--- src/rtl/arm_mem_pkg.sv ---
// Shared types and constants for the SRAM port arbiter slice.
package arm_mem_pkg;

    localparam int DEF_ADDR_W     = 32;
    localparam int DEF_DATA_W     = 32;
    localparam int DEF_LINE_W     = 64;
    localparam int DEF_FAIR_LIMIT = 4;

    localparam logic PORT_I = 1'b0;
    localparam logic PORT_D = 1'b1;

    typedef enum logic [1:0] {
        IDLE = 2'd0,
        BUSY = 2'd1,
        RESP = 2'd2
    } arb_state_t;

endpackage

--- src/rtl/sram_arb_pick.sv ---
// Grant decision between I and D with a saturating fairness counter that
// forces an I grant after FAIR_LIMIT consecutive D grants while I waits.
module sram_arb_pick
    import arm_mem_pkg::*;
#(
    parameter int FAIR_LIMIT = DEF_FAIR_LIMIT
) (
    input  logic       clk,
    input  logic       rst,
    input  logic       req_i,
    input  logic       req_d,
    input  logic       grant,
    output logic       grant_d,
    output logic [3:0] fair_cnt
);

    localparam logic [3:0] LIMIT = 4'(FAIR_LIMIT);

    // Data wins a collision unless instruction fetch has waited long enough.
    always_comb begin
        grant_d = PORT_I;
        if (req_d && req_i) begin
            grant_d = (fair_cnt == LIMIT) ? PORT_I : PORT_D;
        end else if (req_d) begin
            grant_d = PORT_D;
        end else begin
            grant_d = PORT_I;
        end
    end

    // Counter only moves on the cycle a grant is actually issued.
    always_ff @(posedge clk or posedge rst) begin
        if (rst) begin
            fair_cnt <= 4'd0;
        end else if (grant) begin
            if ((grant_d == PORT_D) && req_i) begin
                fair_cnt <= (fair_cnt == LIMIT) ? LIMIT : fair_cnt + 4'd1;
            end else begin
                fair_cnt <= 4'd0;
            end
        end
    end

endmodule

--- src/rtl/sram_port_arbiter.sv ---
// Shares one SRAM controller between instruction fetch and data ports,
// running a single IDLE -> BUSY -> RESP transaction at a time.
module sram_port_arbiter
    import arm_mem_pkg::*;
#(
    parameter int ADDR_W     = DEF_ADDR_W,
    parameter int DATA_W     = DEF_DATA_W,
    parameter int LINE_W     = DEF_LINE_W,
    parameter int FAIR_LIMIT = DEF_FAIR_LIMIT
) (
    input  logic              clk,
    input  logic              rst,
    input  logic              i_req,
    input  logic [ADDR_W-1:0] i_addr,
    output logic              i_ack,
    output logic [LINE_W-1:0] i_rdata,
    input  logic              d_re,
    input  logic              d_we,
    input  logic [ADDR_W-1:0] d_addr,
    input  logic [DATA_W-1:0] d_wdata,
    output logic              d_ack,
    output logic [LINE_W-1:0] d_rdata,
    output logic              sram_re,
    output logic              sram_we,
    output logic [ADDR_W-1:0] sram_addr,
    output logic [DATA_W-1:0] sram_wdata,
    input  logic              sram_ready,
    input  logic [LINE_W-1:0] sram_rdata,
    output logic              busy,
    output logic              grant_d
);

    arb_state_t state;
    arb_state_t state_next;
    logic       req_d;
    logic       pick_d;
    logic       pick_wr;
    logic       grant_stb;
    logic       done;
    logic       op_write;
    logic [3:0] unused_fair_cnt;

    assign req_d   = d_re | d_we;
    assign pick_wr = (pick_d == PORT_D) & d_we;

    sram_arb_pick #(
        .FAIR_LIMIT(FAIR_LIMIT)
    ) u_pick (
        .clk      (clk),
        .rst      (rst),
        .req_i    (i_req),
        .req_d    (req_d),
        .grant    (grant_stb),
        .grant_d  (pick_d),
        .fair_cnt (unused_fair_cnt)
    );

    // Next-state decode; requests are only looked at while IDLE.
    always_comb begin
        state_next = state;
        grant_stb  = 1'b0;
        done       = 1'b0;
        case (state)
            IDLE: begin
                if (i_req || req_d) begin
                    grant_stb  = 1'b1;
                    state_next = BUSY;
                end else begin
                    state_next = IDLE;
                end
            end
            BUSY: begin
                if (sram_ready) begin
                    done       = 1'b1;
                    state_next = RESP;
                end else begin
                    state_next = BUSY;
                end
            end
            RESP:    state_next = IDLE;
            default: state_next = IDLE;
        endcase
    end

    // State register.
    always_ff @(posedge clk or posedge rst) begin
        if (rst) begin
            state <= IDLE;
        end else begin
            state <= state_next;
        end
    end

    // Registered SRAM interface, acks and read-line capture.
    always_ff @(posedge clk or posedge rst) begin
        if (rst) begin
            sram_re    <= 1'b0;
            sram_we    <= 1'b0;
            sram_addr  <= '0;
            sram_wdata <= '0;
            op_write   <= 1'b0;
            grant_d    <= 1'b0;
            busy       <= 1'b0;
            i_ack      <= 1'b0;
            d_ack      <= 1'b0;
            i_rdata    <= '0;
            d_rdata    <= '0;
        end else begin
            case (state)
                IDLE: begin
                    i_ack <= 1'b0;
                    d_ack <= 1'b0;
                    if (grant_stb) begin
                        sram_addr <= (pick_d == PORT_D) ? d_addr : i_addr;
                        if (pick_wr) begin
                            sram_wdata <= d_wdata;
                        end
                        op_write <= pick_wr;
                        sram_we  <= pick_wr;
                        sram_re  <= ~pick_wr;
                        grant_d  <= pick_d;
                        busy     <= 1'b1;
                    end
                end
                BUSY: begin
                    if (done) begin
                        sram_re <= 1'b0;
                        sram_we <= 1'b0;
                        i_ack   <= (grant_d == PORT_I);
                        d_ack   <= (grant_d == PORT_D);
                        if (!op_write) begin
                            if (grant_d == PORT_D) begin
                                d_rdata <= sram_rdata;
                            end else begin
                                i_rdata <= sram_rdata;
                            end
                        end
                    end
                end
                RESP: begin
                    i_ack <= 1'b0;
                    d_ack <= 1'b0;
                    busy  <= 1'b0;
                end
                default: begin
                    sram_re <= 1'b0;
                    sram_we <= 1'b0;
                    i_ack   <= 1'b0;
                    d_ack   <= 1'b0;
                    busy    <= 1'b0;
                end
            endcase
        end
    end

endmodule

--- config.mk ---
export PLATFORM = sky130hd
export DESIGN_NAME = sram_port_arbiter
export DESIGN_NICKNAME = d
export VERILOG_FILES = /design/src/rtl/arm_mem_pkg.sv /design/src/rtl/sram_arb_pick.sv /design/src/rtl/sram_port_arbiter.sv
export SDC_FILE = /design/constraint.sdc
export NUM_CORES = 1
export LEC_CHECK = 0
export BUFFER_PORTS_ARGS = -buffer_cell sky130_fd_sc_hd__buf_2
export CAP_MARGIN = 40
export CELL_PAD_IN_SITES_DETAIL_PLACEMENT = 1
export CELL_PAD_IN_SITES_GLOBAL_PLACEMENT = 2
export CORE_MARGIN = 2
export CORE_UTILIZATION = 33
export DETAILED_ROUTE_END_ITERATION = 8
export PLACE_DENSITY_LB_ADDON = 0.1
export SETUP_SLACK_MARGIN = 0.3
export SLEW_MARGIN = 5
export SYNTH_ARGS = -nofsm -noshare
export SYNTH_HDL_FRONTEND = slang
export SYNTH_HIERARCHICAL = 1
export SYNTH_SLANG_ARGS = --single-unit
--- constraint.sdc ---
create_clock -name clk -period 10.8 [get_ports clk]
set_input_delay 0 -clock clk [delete_from_list [all_inputs] [get_ports clk]]
set_output_delay 0 -clock clk [all_outputs]
set_load 0.05 [all_outputs]
==> summary.md, run 1 <==
| Metric | Value |
|---|---|
| GRT Util Overall | `between 10% and 20%` |
| Switch share | `49.3%` |
| Status | `complete, no violations` |
| Worst setup EP type | `register` |
| Final setup fails | `0` |
| Mapped cell area | `roughly 0.0085 mm^2` |
| CTS Buf Count | `24` |
| Leak | `6.42 nW` |
| CTS clk-pin slew, worst paths | `60 ps` |
| Peak supply drop | `179 uV` |
| Busiest layer in global routing | `met2` |
| Syn. warnings | `6` |
| Register area share after synthesis | `60.1%` |
| DR vias | `6653` |
| Fin. Hold Viols | `0` |
| Hold crit path type | `in -> reg` |
| Gate power share | `between 50% and 60%` |
| Syn nets | `723` |
| Nets | `roughly 1.3k` |
| Initial core utilization | `33.8%` |
| CP peak stage delay | `550 ps` |
| WL final | `26.3 mm` |
| Antenna-violating nets left | `0` |
| Worst r2r dst | `sram_wdata[19]$_DFFE_PP0P_` |
| Max_cap viols | `0` |
| Synthesized area per cell | `15.4 um^2` |
| Most common cell after layout, fill and taps aside | `buf_2` |
| Critical Setup Path Class | `reg -> reg` |
| Ys flop type | `dfrtp_1` |
| GPL Wtd Cong | `slightly above 0.7` |
| Placed Cells incl. Taps | `1218` |
| Setup slack, reg-to-reg | `8020 ps` |
| Cell internal pwr | `0.00233 W` |
| Worst EP arrival | `3160 ps` |
| NetSw | `around 0.0023 W` |
| Pre-antenna DRT Iters | `4` |
| Hold Path Depth | `3` |
| Reg-to-Reg Start | `u_pick/fair_cnt[0]$_DFFE_PP0P_` |
| Diode count | `0` |
| Register-to-Register Path Depth | `8` |
| RSZ-0062 raised after global routing | `false` |
| Setup TNS | `0 ps` |
| First-pass GRT wire length | `around 40 mm` |
| GRT met3 Usage | `4.42%` |
| Met2 Use GR | `approximately a third` |
| PD cells | `351 mW/mm^2` |
| Largest net degree at the start of global routing | `127` |
| Core area | `0.0253 mm^2` |
| FMAX | `approximately 360 MHz` |
| Row cnt | `58` |
| Post-route core utilization | `about 52%` |
| Tmin final | `2780 ps` |
| Initial antenna violation count | `0` |
| Share of cells above drive strength 1 | `about 53%` |
| Root buffer cell | `clkbuf_16` |
| Reg power frac | `29.2%` |
| Ports | `364` |
| Vias in the first global route | `just over 7k` |
| Yosys cell types | `37` |
| CTS tree | `built` |
| DR vias/cell | `roughly 4.6` |
| Grt met1 use | `22.3%` |
| Pins Over Slew Limit | `0` |
| Remaining DRCs | `0` |
| GR Overflow Total | `0` |
| Critical path cell sequence | `inv_1, ha_1, and3b_2, a21boi_4, buf_4, and4bb_2, buf_16, mux2_2` |
| Clk buf depth | `3` |
| Port buffer count | `363` |
| Die ar. | `about 0.027 mm^2` |
| Hold Path Origin | `d_wdata[2]` |
| TritonCTS Sinks | `approximately 210` |
| Dpl hpwl | `17.6 mm` |
| Layout fillers | `2644` |
| DRT iter0 DRCs | `295` |
| Post-synth EDFFs | `0` |
| Post-DR wirelength/cell | `between 15 and 20 um` |
| Slew HR | `51.0%` |
| Worst path required time | `11180 ps` |
| Family with the most delay on the worst path | `simple AND/OR/NAND/NOR gates` |
| Hold path endpoint | `sram_wdata[2]$_DFFE_PP0P_` |
| FFs w/ async S/R, synth | `100%` |
| Crit-path slowest cell | `and4bb_2` |
| Commonest cells after routing, fill and taps aside | `363 x buf_2, 205 x dfrtp_1, 169 x dlygate4sd3_1, 101 x mux2_2, 60 x mux2_4` |
| Die height | `165 um` |
| Mapped Cells | `~560` |
| Synthesized flop and latch total | `205` |
| CTS resizes | `0` |
| Crit path buf inv count | `3` |
| Htree depth | `1` |
| Chip Width | `approximately 160 um` |
| Worst Max-Slew Pin Slew | `735 ps` |
| Synthesis-to-layout area growth | `53.7%` |
| Crit share post-route | `25.8%` |
| Worst-skew pair later-pin latency | `500 ps` |
| Worst-path fanout max | `35` |
| Post-route insts no fill | `roughly 1.4k` |
| Power share of the clock group | `17.8%` |
| Clk_skew | `between 5 and 6 ps` |
| Startpoint types | `register` |
[synth_stat cells, types with 2 or more instances]
master | instances | area [um^2]
clkbuf_1 | 4 | 15.0
buf_6 | 9 | 101
mux2_2 | 101 | 1140
a31oi_1 | 32 | 200
nor2_1 | 5 | 18.8
nand2_1 | 3 | 11.3
nand3_1 | 4 | 20.0
buf_4 | 4 | 30.0
a21oi_1 | 33 | 165
ha_1 | 2 | 25.0
o22ai_1 | 2 | 12.5
and3b_2 | 2 | 20.0
dfrtp_1 | 205 | 5130
buf_1 | 10 | 37.5
nor3b_1 | 2 | 15.0
nor2b_1 | 2 | 12.5
mux2_4 | 60 | 901
o21ai_0 | 3 | 15.0
buf_12 | 6 | 120
mux2i_1 | 35 | 350
inv_1 | 9 | 33.8
buf_2 | 7 | 35.0
[state kept, by name, indices dropped and copies added, names as in the netlist, 2 cells and up]
name and flops:
u_pick/fair_cnt 4, i_rdata 64, sram_wdata 32, state 2, sram_addr 32, d_rdata 64
[kinds of logic (layout without fill, tap and decap cells)]
family,after synthesis,in the layout,synth area share [%]
AO/OA/AOI/OAI,75,75,5.06
multiplexers,196,196,28.0
adder cells (fa/ha/maj),2,2,0.293
XOR/XNOR,1,1,0.103
flip-flops,205,205,60.1
AND/OR/NAND/NOR,27,27,2.02
buffers and inverters,49,595,4.37
[routing by layer]
layer / share of wire (%) / vias up
met2: 52 / 236
li1: - / 3049
met5: 0 / -
met1: 39 / 3333
met4: 1.9 / 0
met3: 7.0 / 35
[worst reg2reg max path: stages (launching register included)]
cell and delay (ps):
dfrtp_1 370, inv_1 80, ha_1 190, and3b_2 230, a21boi_4 140, buf_4 480, and4bb_2 560, buf_16 230
mux2_2 380
[per-stage QoR]
stage / total power (W) / setup slack (ps) / hold WS [ps] / cell area, um^2
final: 0.00460 / 8020 / 268 / 13100
after global routing: 0.00482 / 7850 / 249 / 13100
after CTS: 0.00465 / 8010 / 228 / 13100
after detailed placement: 0.00374 / 8010 / -53.5 / 10600
after global placement: 0.00369 / 7870 / -63.8 / 10500
after floorplan: 0.00314 / 5320 / -234 / 8530
[worst max-delay path by stage]
stage / startpoint / end / slack [ps] / depth (start not counted)
after floorplan: rst / busy$_DFFE_PP0P_ / 5320 / 1
after global placement: u_pick/fair_cnt[0]$_DFFE_PP0P_ / sram_wdata[26]$_DFFE_PP0P_ / 7870 / 7
after detailed placement: u_pick/fair_cnt[0]$_DFFE_PP0P_ / sram_wdata[23]$_DFFE_PP0P_ / 8010 / 8
after CTS: u_pick/fair_cnt[0]$_DFFE_PP0P_ / sram_wdata[23]$_DFFE_PP0P_ / 8010 / 8
after global routing: u_pick/fair_cnt[0]$_DFFE_PP0P_ / sram_wdata[23]$_DFFE_PP0P_ / 7850 / 8
final: u_pick/fair_cnt[0]$_DFFE_PP0P_ / sram_wdata[19]$_DFFE_PP0P_ / 8020 / 8
[power by group through the flow]
stage,Clock (W),Sequential (W),Combinational (W)
after floorplan,0,0.00261,0.000540
after detailed placement,0,0.00135,0.00239
after CTS,0.000849,0.00134,0.00245
after global routing,0.000882,0.00139,0.00254
after global placement,0,0.00133,0.00236
final,0.000820,0.00134,0.00244
[area by class of cell]
| class | instances | area [um^2] | share of cell area, % |
|---|---|---|---|
| multi-input combinational | 301 | 3050 | 23.3 |
| timing repair buffer | 543 | 3660 | 27.9 |
| sequential | 205 | 5130 | 39.1 |
| inverter | 9 | 41.3 | 0.315 |
| tap | 330 | 413 | 3.15 |
| clock inverter | 7 | 93.8 | 0.716 |
| clock buffer | 36 | 717 | 5.47 |
[what timing repair did]
| item | CTS | global route |
|---|---|---|
| endpoints found under the hold margin | 331 | 17 |
| hold buffers | 168 | 1 |
| buffers inserted | 0 | 0 |
Power figures use the tool's default switching activity.
==> run 2: changes to the inputs <==
--- a/config.mk
+++ b/config.mk
@@ -5,12 +5,13 @@
 export SDC_FILE = /design/constraint.sdc
 export NUM_CORES = 1
 export LEC_CHECK = 0
+export ABC_AREA = 1
 export BUFFER_PORTS_ARGS = -buffer_cell sky130_fd_sc_hd__buf_2
 export CAP_MARGIN = 40
 export CELL_PAD_IN_SITES_DETAIL_PLACEMENT = 1
 export CELL_PAD_IN_SITES_GLOBAL_PLACEMENT = 2
 export CORE_MARGIN = 2
-export CORE_UTILIZATION = 33
+export CORE_UTILIZATION = 24
 export DETAILED_ROUTE_END_ITERATION = 8
 export PLACE_DENSITY_LB_ADDON = 0.1
 export SETUP_SLACK_MARGIN = 0.3
==> constraint.sdc (replaced) <==
create_clock -name clk -period 2.35 [get_ports clk]
set_input_delay 0 -clock clk [delete_from_list [all_inputs] [get_ports clk]]
set_output_delay 0 -clock clk [all_outputs]
set_load 0.05 [all_outputs]
==> summary.md, run 2 <==
| Metric | Value |
|---|---|
| Status | `complete, no violations (unchanged)` |
| FMAX | `523 MHz (was 359 MHz)` |
| Core area | `0.0353 mm^2 (was 0.0253 mm^2)` |
| Peak supply drop | `680 uV (was 179 uV)` |
| Commonest cells after routing, fill and taps aside | `363 x buf_2, 343 x nand2_1, 205 x dfrtp_1, 168 x dlygate4sd3_1, 99 x o21ai_1 (was 363 x buf_2, 205 x dfrtp_1, 169 x dlygate4sd3_1, 101 x mux2_2, 60 x mux2_4)` |
| Most common cell after layout, fill and taps aside | `buf_2 (unchanged)` |
| Worst Max-Slew Pin Slew | `890 ps (was 735 ps)` |
| Synthesized area per cell | `9.01 um^2 (was 15.4 um^2)` |
| Remaining DRCs | `0 (unchanged)` |
| GR Overflow Total | `0 (unchanged)` |
| CP peak stage delay | `560 ps (was 550 ps)` |
| Mapped Cells | `949 (was 555)` |
| Nets | `1638 (was 1252)` |
| Synthesized flop and latch total | `205 (unchanged)` |
| WL final | `32.4 mm (was 26.3 mm)` |
| Synth top area share | `60.0% (was 60.1%)` |
| First-pass GRT wire length | `50.8 mm (was 39.9 mm)` |
| Regs by FF count | `d_rdata: 64 flops, i_rdata: 64 flops (unchanged)` |
| Synthesis-to-layout area growth | `57.5% (was 53.7%)` |
| Antenna-violating nets left | `0 (unchanged)` |
| Worst path required time | `2820 ps (was 11180 ps)` |
| Root buffer cell | `clkbuf_16 (unchanged)` |
| Slew HR | `40.7% (was 51.0%)` |
| Post-DR wirelength/cell | `16.6 um (was 18.3 um)` |
| Diode count | `0 (unchanged)` |
| PD cells | `1590 mW/mm^2 (was 351 mW/mm^2)` |
| Worst-path fanout max | `4 (was 35)` |
| Syn nets | `1117 (was 723)` |
| Htree depth | `1 (unchanged)` |
| RSZ-0062 raised after global routing | `false (unchanged)` |
| Most frequent cells after synthesis | `345 x nand2_1, 205 x dfrtp_1, 99 x o21ai_1 (was 205 x dfrtp_1, 101 x mux2_2, 60 x mux2_4)` |
| Worst EP arrival | `2390 ps (was 3160 ps)` |
| Ys flop type | `dfrtp_1 (unchanged)` |
| DRT iter0 DRCs | `294 (was 295)` |
| Crit-path slowest cell | `dlygate4sd3_1 (was and4bb_2)` |
| CTS clk-pin slew, worst paths | `60 ps (about the same)` |
| Layout fillers | `4227 (was 2644)` |
| Post-synth EDFFs | `0 (unchanged)` |
| Mapped cell area | `0.00855 mm^2 (was 0.00853 mm^2)` |
| Cell taking the most area after synthesis | `dfrtp_1 (unchanged)` |
| Worst setup EP type | `register (unchanged)` |
| Most frequent cell after synthesis | `nand2_1 (was dfrtp_1)` |
| Crit share post-route | `81.4% (was 25.8%)` |
| Startpoint types | `register (unchanged)` |
| Top cells by area, synth | `dfrtp_1 60%, nand2_1 15%, o21ai_1 5.8% (was dfrtp_1 60%, mux2_2 13%, mux2_4 11%)` |
| Port buffer count | `363 (unchanged)` |
| Worst path most repeated cell | `nand2_1` |
| Register area share after synthesis | `60.0% (was 60.1%)` |
| GPL Wtd Cong | `0.744 (was 0.725)` |
| Pins Over Slew Limit | `0 (unchanged)` |
| Post-route core utilization | `38.1% (was 51.9%)` |
| Yosys cell types | `22 (was 37)` |
| Hold crit path type | `in -> async (was in -> reg)` |
| Design Area, Final | `0.0135 mm^2 (was 0.0131 mm^2)` |
| Syn. warnings | `6 (unchanged)` |
| Die height | `193 um (was 165 um)` |
| Share of cells above drive strength 1 | `32.5% (was 53.0%)` |
| Initial antenna violation count | `0 (unchanged)` |
| Clk buf depth | `3 (unchanged)` |
| TritonCTS Sinks | `205 (unchanged)` |
| Leak | `7.15 nW (was 6.42 nW)` |
| Largest net degree at the start of global routing | `70 (was 127)` |
| Fin. Hold Viols | `0 (unchanged)` |
| Clk_skew | `9.60 ps (was 5.94 ps)` |
| Tmin final | `1910 ps (was 2780 ps)` |
| DR vias | `8428 (was 6653)` |
| FFs w/ async S/R, synth | `100% (unchanged)` |
| Critical Setup Path Class | `reg -> reg (unchanged)` |
| Chip Width | `193 um (was 165 um)` |
| GRT Util Overall | `17.3% (was 18.7%)` |
| Hold WS | `32.4 ps (was 268 ps)` |
| Dpl hpwl | `20.8 mm (was 17.6 mm)` |
| CTS Buf Count | `27 (was 24)` |
| Max_cap viols | `0 (unchanged)` |
| Row cnt | `69 (was 58)` |
| Setup TNS | `0 ps (unchanged)` |
| Post-DP Area | `0.0108 mm^2 (was 0.0106 mm^2)` |
| Initial core utilization | `24.2% (was 33.8%)` |
| DR vias/cell | `4.32 (was 4.65)` |
| Critical path cell sequence | `inv_2, ha_2, nand2_1, nor2_2, nand2_1, nand2_1, inv_2, nand2_1, nand4_1, dlygate4sd3_1, nand2_1 (was inv_1, ha_1, and3b_2, a21boi_4, buf_4, and4bb_2, buf_16, mux2_2)` |
| Ports | `364 (unchanged)` |
| Worst-skew pair later-pin latency | `530 ps (was 500 ps)` |
| Pre-antenna DRT Iters | `4 (unchanged)` |
| Die ar. | `0.0371 mm^2 (was 0.0271 mm^2)` |
| Final setup fails | `0 (unchanged)` |
| Vias in the first global route | `9184 (was 7218)` |
| CTS tree | `built (unchanged)` |
==> run 2: power by group <==
group          switching (W)  internal, W  leakage [nW]
clock                0.00164      0.00260         0.468
sequential          0.000850      0.00513          2.57
combinational        0.00877      0.00241          4.11
total                 0.0113       0.0101          7.15
==> run 2: what timing repair did <==
item / in CTS / in global routing
setup buffers: 0 / 2
resized for setup: 0 / 8
hold buffers: 168 / 0
endpoints found under the setup margin: 0 / 33
hold endpoints to repair: 407 / 0
==> run 2: final timing paths <==
path	start	end	slack [ps]	cells after the start
min in group clk	sram_rdata[14]	d_rdata[14]$_DFFE_PP0P_	220	4
max in group asynchronous	rst	sram_wdata[7]$_DFFE_PP0P_	1590	4
worst min register to register	i_rdata[28]$_DFFE_PP0P_	i_rdata[28]$_DFFE_PP0P_	470	2
worst max register to register	u_pick/fair_cnt[0]$_DFFE_PP0P_	sram_re$_DFFE_PP0P_	440	11
worst max-delay path	u_pick/fair_cnt[0]$_DFFE_PP0P_	sram_re$_DFFE_PP0P_	440	11
worst min-delay path	rst	i_rdata[56]$_DFFE_PP0P_	30	3
==> run 2: area by class of cell <==
class,instances,area (um^2),share of cell area (%)
clock buffer,38,807,6.00
clock inverter,12,118,0.874
inverter,51,195,1.45
multi-input combinational,634,2880,21.4
sequential,205,5130,38.1
tap,461,577,4.29
timing repair buffer,551,3750,27.9
==> run 2: worst max-delay path: cells and delay by family, from the launching register on <==
kind	cells	cell delay (ps)
adder cells (fa/ha/maj)	1	170
AND/OR/NAND/NOR	7	540
flip-flops	1	420
buffers and inverters	3	700
==> run 2: per-layer routing <==
layer	global-route usage (%)	part of all wire, %
met1	22.2	44
met2	28.7	46
met3	4.51	7.5
met4	4.46	2.1
met5	0	0
==> run 2: stage by stage <==
stage | worst slack (ps) | total power (W) | cells
floorplan | -252 | 0.0140 | 949
global placement | 457 | 0.0170 | 1732
detailed placement | 413 | 0.0171 | 1732
CTS | 399 | 0.0217 | 1950
global route | 283 | 0.0228 | 1952
finish | 437 | 0.0214 | 1952
==> run 2: cells by family after synthesis <==
group | share of synthesized area [%]
buffers and inverters | 6.51
AOI/OAI and AO/OA | 9.78
adders and majority gates | 0.293
and+or+nand+nor | 23.4
DFF | 60.0
==> run 3: changes to the inputs <==
==> constraint.sdc (replaced) <==
create_clock -name clk -period 1.73 [get_ports clk]
set_input_delay 0 -clock clk [delete_from_list [all_inputs] [get_ports clk]]
set_output_delay 0 -clock clk [all_outputs]
set_load 0.05 [all_outputs]
==> summary.md, run 3 (synthesized netlist as in run 2, its figures left out) <==
| Metric | Value |
|---|---|
| Grt met1 use | `23.4% (was 22.2%)` |
| PD cells | `2040 mW/mm^2 (was 1590 mW/mm^2)` |
| Worst-skew pair later-pin latency | `530 ps (about the same)` |
| Design Area, Final | `0.0151 mm^2 (was 0.0135 mm^2)` |
| CTS clk-pin slew, worst paths | `60 ps (about the same)` |
| Critical path startpoint | `u_pick/fair_cnt[0]$_DFFE_PP0P_ (unchanged)` |
| Clk buf depth | `3 (unchanged)` |
| Crit share post-route | `96.8% (was 81.4%)` |
| Initial core utilization | `24.2% (unchanged)` |
| Status | `complete, no violations (unchanged)` |
| Crit path buf inv count | `5 (was 3)` |
| Post-route insts no fill | `1996 (was 1952)` |
| Antenna-violating nets left | `0 (unchanged)` |
| DR vias/cell | `4.40 (was 4.32)` |
| CP peak stage delay | `400 ps (was 560 ps)` |
| Met2 Use GR | `30.8% (was 28.7%)` |
| PnR Total Power | `0.0307 W (was 0.0214 W)` |
| Setup TNS | `0 ps (unchanged)` |
| Critical Setup Path Class | `reg -> reg (unchanged)` |
| Worst path required time | `2170 ps (was 2820 ps)` |
| Synthesis-to-layout area growth | `76.3% (was 57.5%)` |
| Startpoint types | `register (unchanged)` |
| Worst Max-Slew Pin Slew | `613 ps (was 890 ps)` |
| Crit-path slowest cell | `dfrtp_1 (was dlygate4sd3_1)` |
| Busiest layer in global routing | `met2 (unchanged)` |
| Nets | `1689 (was 1638)` |
| Pre-antenna DRT Iters | `4 (unchanged)` |
| Hold Path Origin | `sram_rdata[10]` |
| Post-route core utilization | `42.7% (was 38.1%)` |
| Reg-to-Reg Start | `u_pick/fair_cnt[0]$_DFFE_PP0P_ (unchanged)` |
| Slew HR | `59.2% (was 40.7%)` |
| Root buffer cell | `clkbuf_16 (unchanged)` |
| Sequential cell area | `0.00513 mm^2 (about the same)` |
| Post-DR wirelength/cell | `18.1 um (was 16.6 um)` |
| Final setup fails | `0 (unchanged)` |
| First-pass GRT wire length | `52.3 mm (was 50.8 mm)` |
| Critical path cell sequence | `inv_2, ha_4, nand2_2, nor2_2, nand2_1, nand2_2, inv_4, buf_12, inv_8, clkbuf_16, o21ai_1, o21ai_1 (was inv_2, ha_2, nand2_1, nor2_2, nand2_1, nand2_1, inv_2, nand2_1, nand4_1, dlygate4sd3_1, nand2_1)` |
| Die ar. | `0.0371 mm^2 (unchanged)` |
| Max_cap viols | `0 (unchanged)` |
| Leak | `7.86 nW (was 7.15 nW)` |
| Largest net degree at the start of global routing | `66 (was 70)` |
| Post-DP Area | `0.0111 mm^2 (was 0.0108 mm^2)` |
| CTS Buf Count | `26 (was 27)` |
| DR vias | `8776 (was 8428)` |
| Worst-path fanout max | `9 (was 4)` |
| Worst setup EP type | `register (unchanged)` |
| Commonest cells after routing, fill and taps aside | `363 x buf_2, 276 x nand2_1, 204 x dfrtp_1, 166 x dlygate4sd3_1, 153 x o21ai_1 (was 363 x buf_2, 343 x nand2_1, 205 x dfrtp_1, 168 x dlygate4sd3_1, 99 x o21ai_1)` |
| RSZ-0062 raised after global routing | `true (was false)` |
| Regs by FF count | `d_rdata: 64 flops, i_rdata: 64 flops (unchanged)` |
| Fin. Hold Viols | `0 (unchanged)` |
| Family with the most delay on the worst path | `buffers and inverters (unchanged)` |
| TritonCTS Sinks | `205 (unchanged)` |
| GRT met3 Usage | `3.15% (was 4.51%)` |
| Ports | `364 (unchanged)` |
| Row cnt | `69 (unchanged)` |
| Peak supply drop | `980 uV (was 680 uV)` |
| Dpl hpwl | `21.6 mm (was 20.8 mm)` |
| FMAX | `597 MHz (was 523 MHz)` |
| GR Overflow Total | `0 (unchanged)` |
| GPL Wtd Cong | `0.759 (was 0.744)` |
| Port buffer count | `363 (unchanged)` |
| Diode count | `0 (unchanged)` |
| Die height | `193 um (unchanged)` |
| Core area | `0.0353 mm^2 (unchanged)` |
| Pins Over Slew Limit | `0 (unchanged)` |
| Hold crit path type | `in -> reg (was in -> async)` |
| Placed Cells incl. Taps | `1744 (was 1732)` |
| Share of cells above drive strength 1 | `43.5% (was 32.5%)` |
| Layout fillers | `4047 (was 4227)` |
| Area of the multi-input gates | `0.00366 mm^2 (was 0.00288 mm^2)` |
| WL final | `36.1 mm (was 32.4 mm)` |
| Initial antenna violation count | `0 (unchanged)` |
| Remaining DRCs | `0 (unchanged)` |
| CTS tree | `built (unchanged)` |
| Worst EP arrival | `2120 ps (was 2390 ps)` |
| Tmin final | `1670 ps (was 1910 ps)` |
| DRT iter0 DRCs | `351 (was 294)` |
| Vias in the first global route | `9234 (was 9184)` |
| Most common cell after layout, fill and taps aside | `buf_2 (unchanged)` |
| Chip Width | `193 um (unchanged)` |
| GRT Util Overall | `18.0% (was 17.3%)` |
| Htree depth | `1 (unchanged)` |
| Clk_skew | `10.2 ps (was 9.60 ps)` |
[run 3: changes by cell type in the layout (fill, tap and decap cells not counted), sizes merged]
cell / before / now
dlygate4sd3: 168 / 166
bufbuf: 0 / 1
clkinv: 8 / 2
clkbuf: 38 / 50
bufinv: 2 / 1
inv: 52 / 50
buf: 383 / 425
[run 3: worst paths after layout]
check                                                 endpoint  slack [ps]  cells past startpoint
worst min register to register         i_rdata[45]$_DFFE_PP0P_         470                      2
max in group asynchronous              i_rdata[42]$_DFFE_PP0P_         430                      5
worst min-delay path                   d_rdata[10]$_DFFE_PP0P_         250                      4
worst max register to register       sram_addr[15]$_DFFE_PP0P_          60                     12
min in group asynchronous       u_pick/fair_cnt[3]$_DFFE_PP0P_         550                      4
worst max-delay path                 sram_addr[15]$_DFFE_PP0P_          60                     12
[run 3: worst register-to-register path, delay by kind of cell (launching register included)]
kind,cells,cell delay [ps]
compound gates,2,190
simple gates,4,310
flops,1,400
fa+ha+maj,1,130
buf+inv,5,570
[run 3: area by class of cell]
type	count	area share, %
multi-input cells	634	24.3
repair buffers	603	31.2
inverters	51	1.36
clock buffers	39	5.05
clock inverters	3	0.266
flip-flops and latches	205	34.0
well taps	461	3.83
[run 3: report_power, final]
| group | switching, W | total, W | internal, W |
|---|---|---|---|
| clock | 0.00209 | 0.00523 | 0.00314 |
| sequential | 0.00119 | 0.00816 | 0.00697 |
| combinational | 0.0128 | 0.0173 | 0.00451 |
[run 3: repair_timing]
| action | 4_1_cts | 5_1_grt |
|---|---|---|
| gates resized for setup | 31 | 211 |
| hold endpoints to repair | 408 | 0 |
| buffers inserted | 14 | 9 |
| endpoints found under the setup margin | 195 | 225 |
| cloned | 7 | 14 |
| pin swaps | 4 | 68 |
| hold buffers | 166 | 0 |
[run 3: metrics by stage]
| step | worst slack, ps | hold slack (ps) |
|---|---|---|
| 6_report | 55.4 | 246 |
| 4_1_cts | 86.9 | 198 |
| 3_3_place_gp | -13.6 | -69.5 |
| 5_1_grt | -76.6 | 248 |
| 3_5_place_dp | -42.2 | -63.0 |
| 2_1_floorplan | -872 | -234 |
[run 3: metal layers]
metal  share of wire (%)  wire length (um)
met1                  44             16000
met2                  48             17400
met3                 4.8              1720
met4                 2.7               976
met5                   0                 0
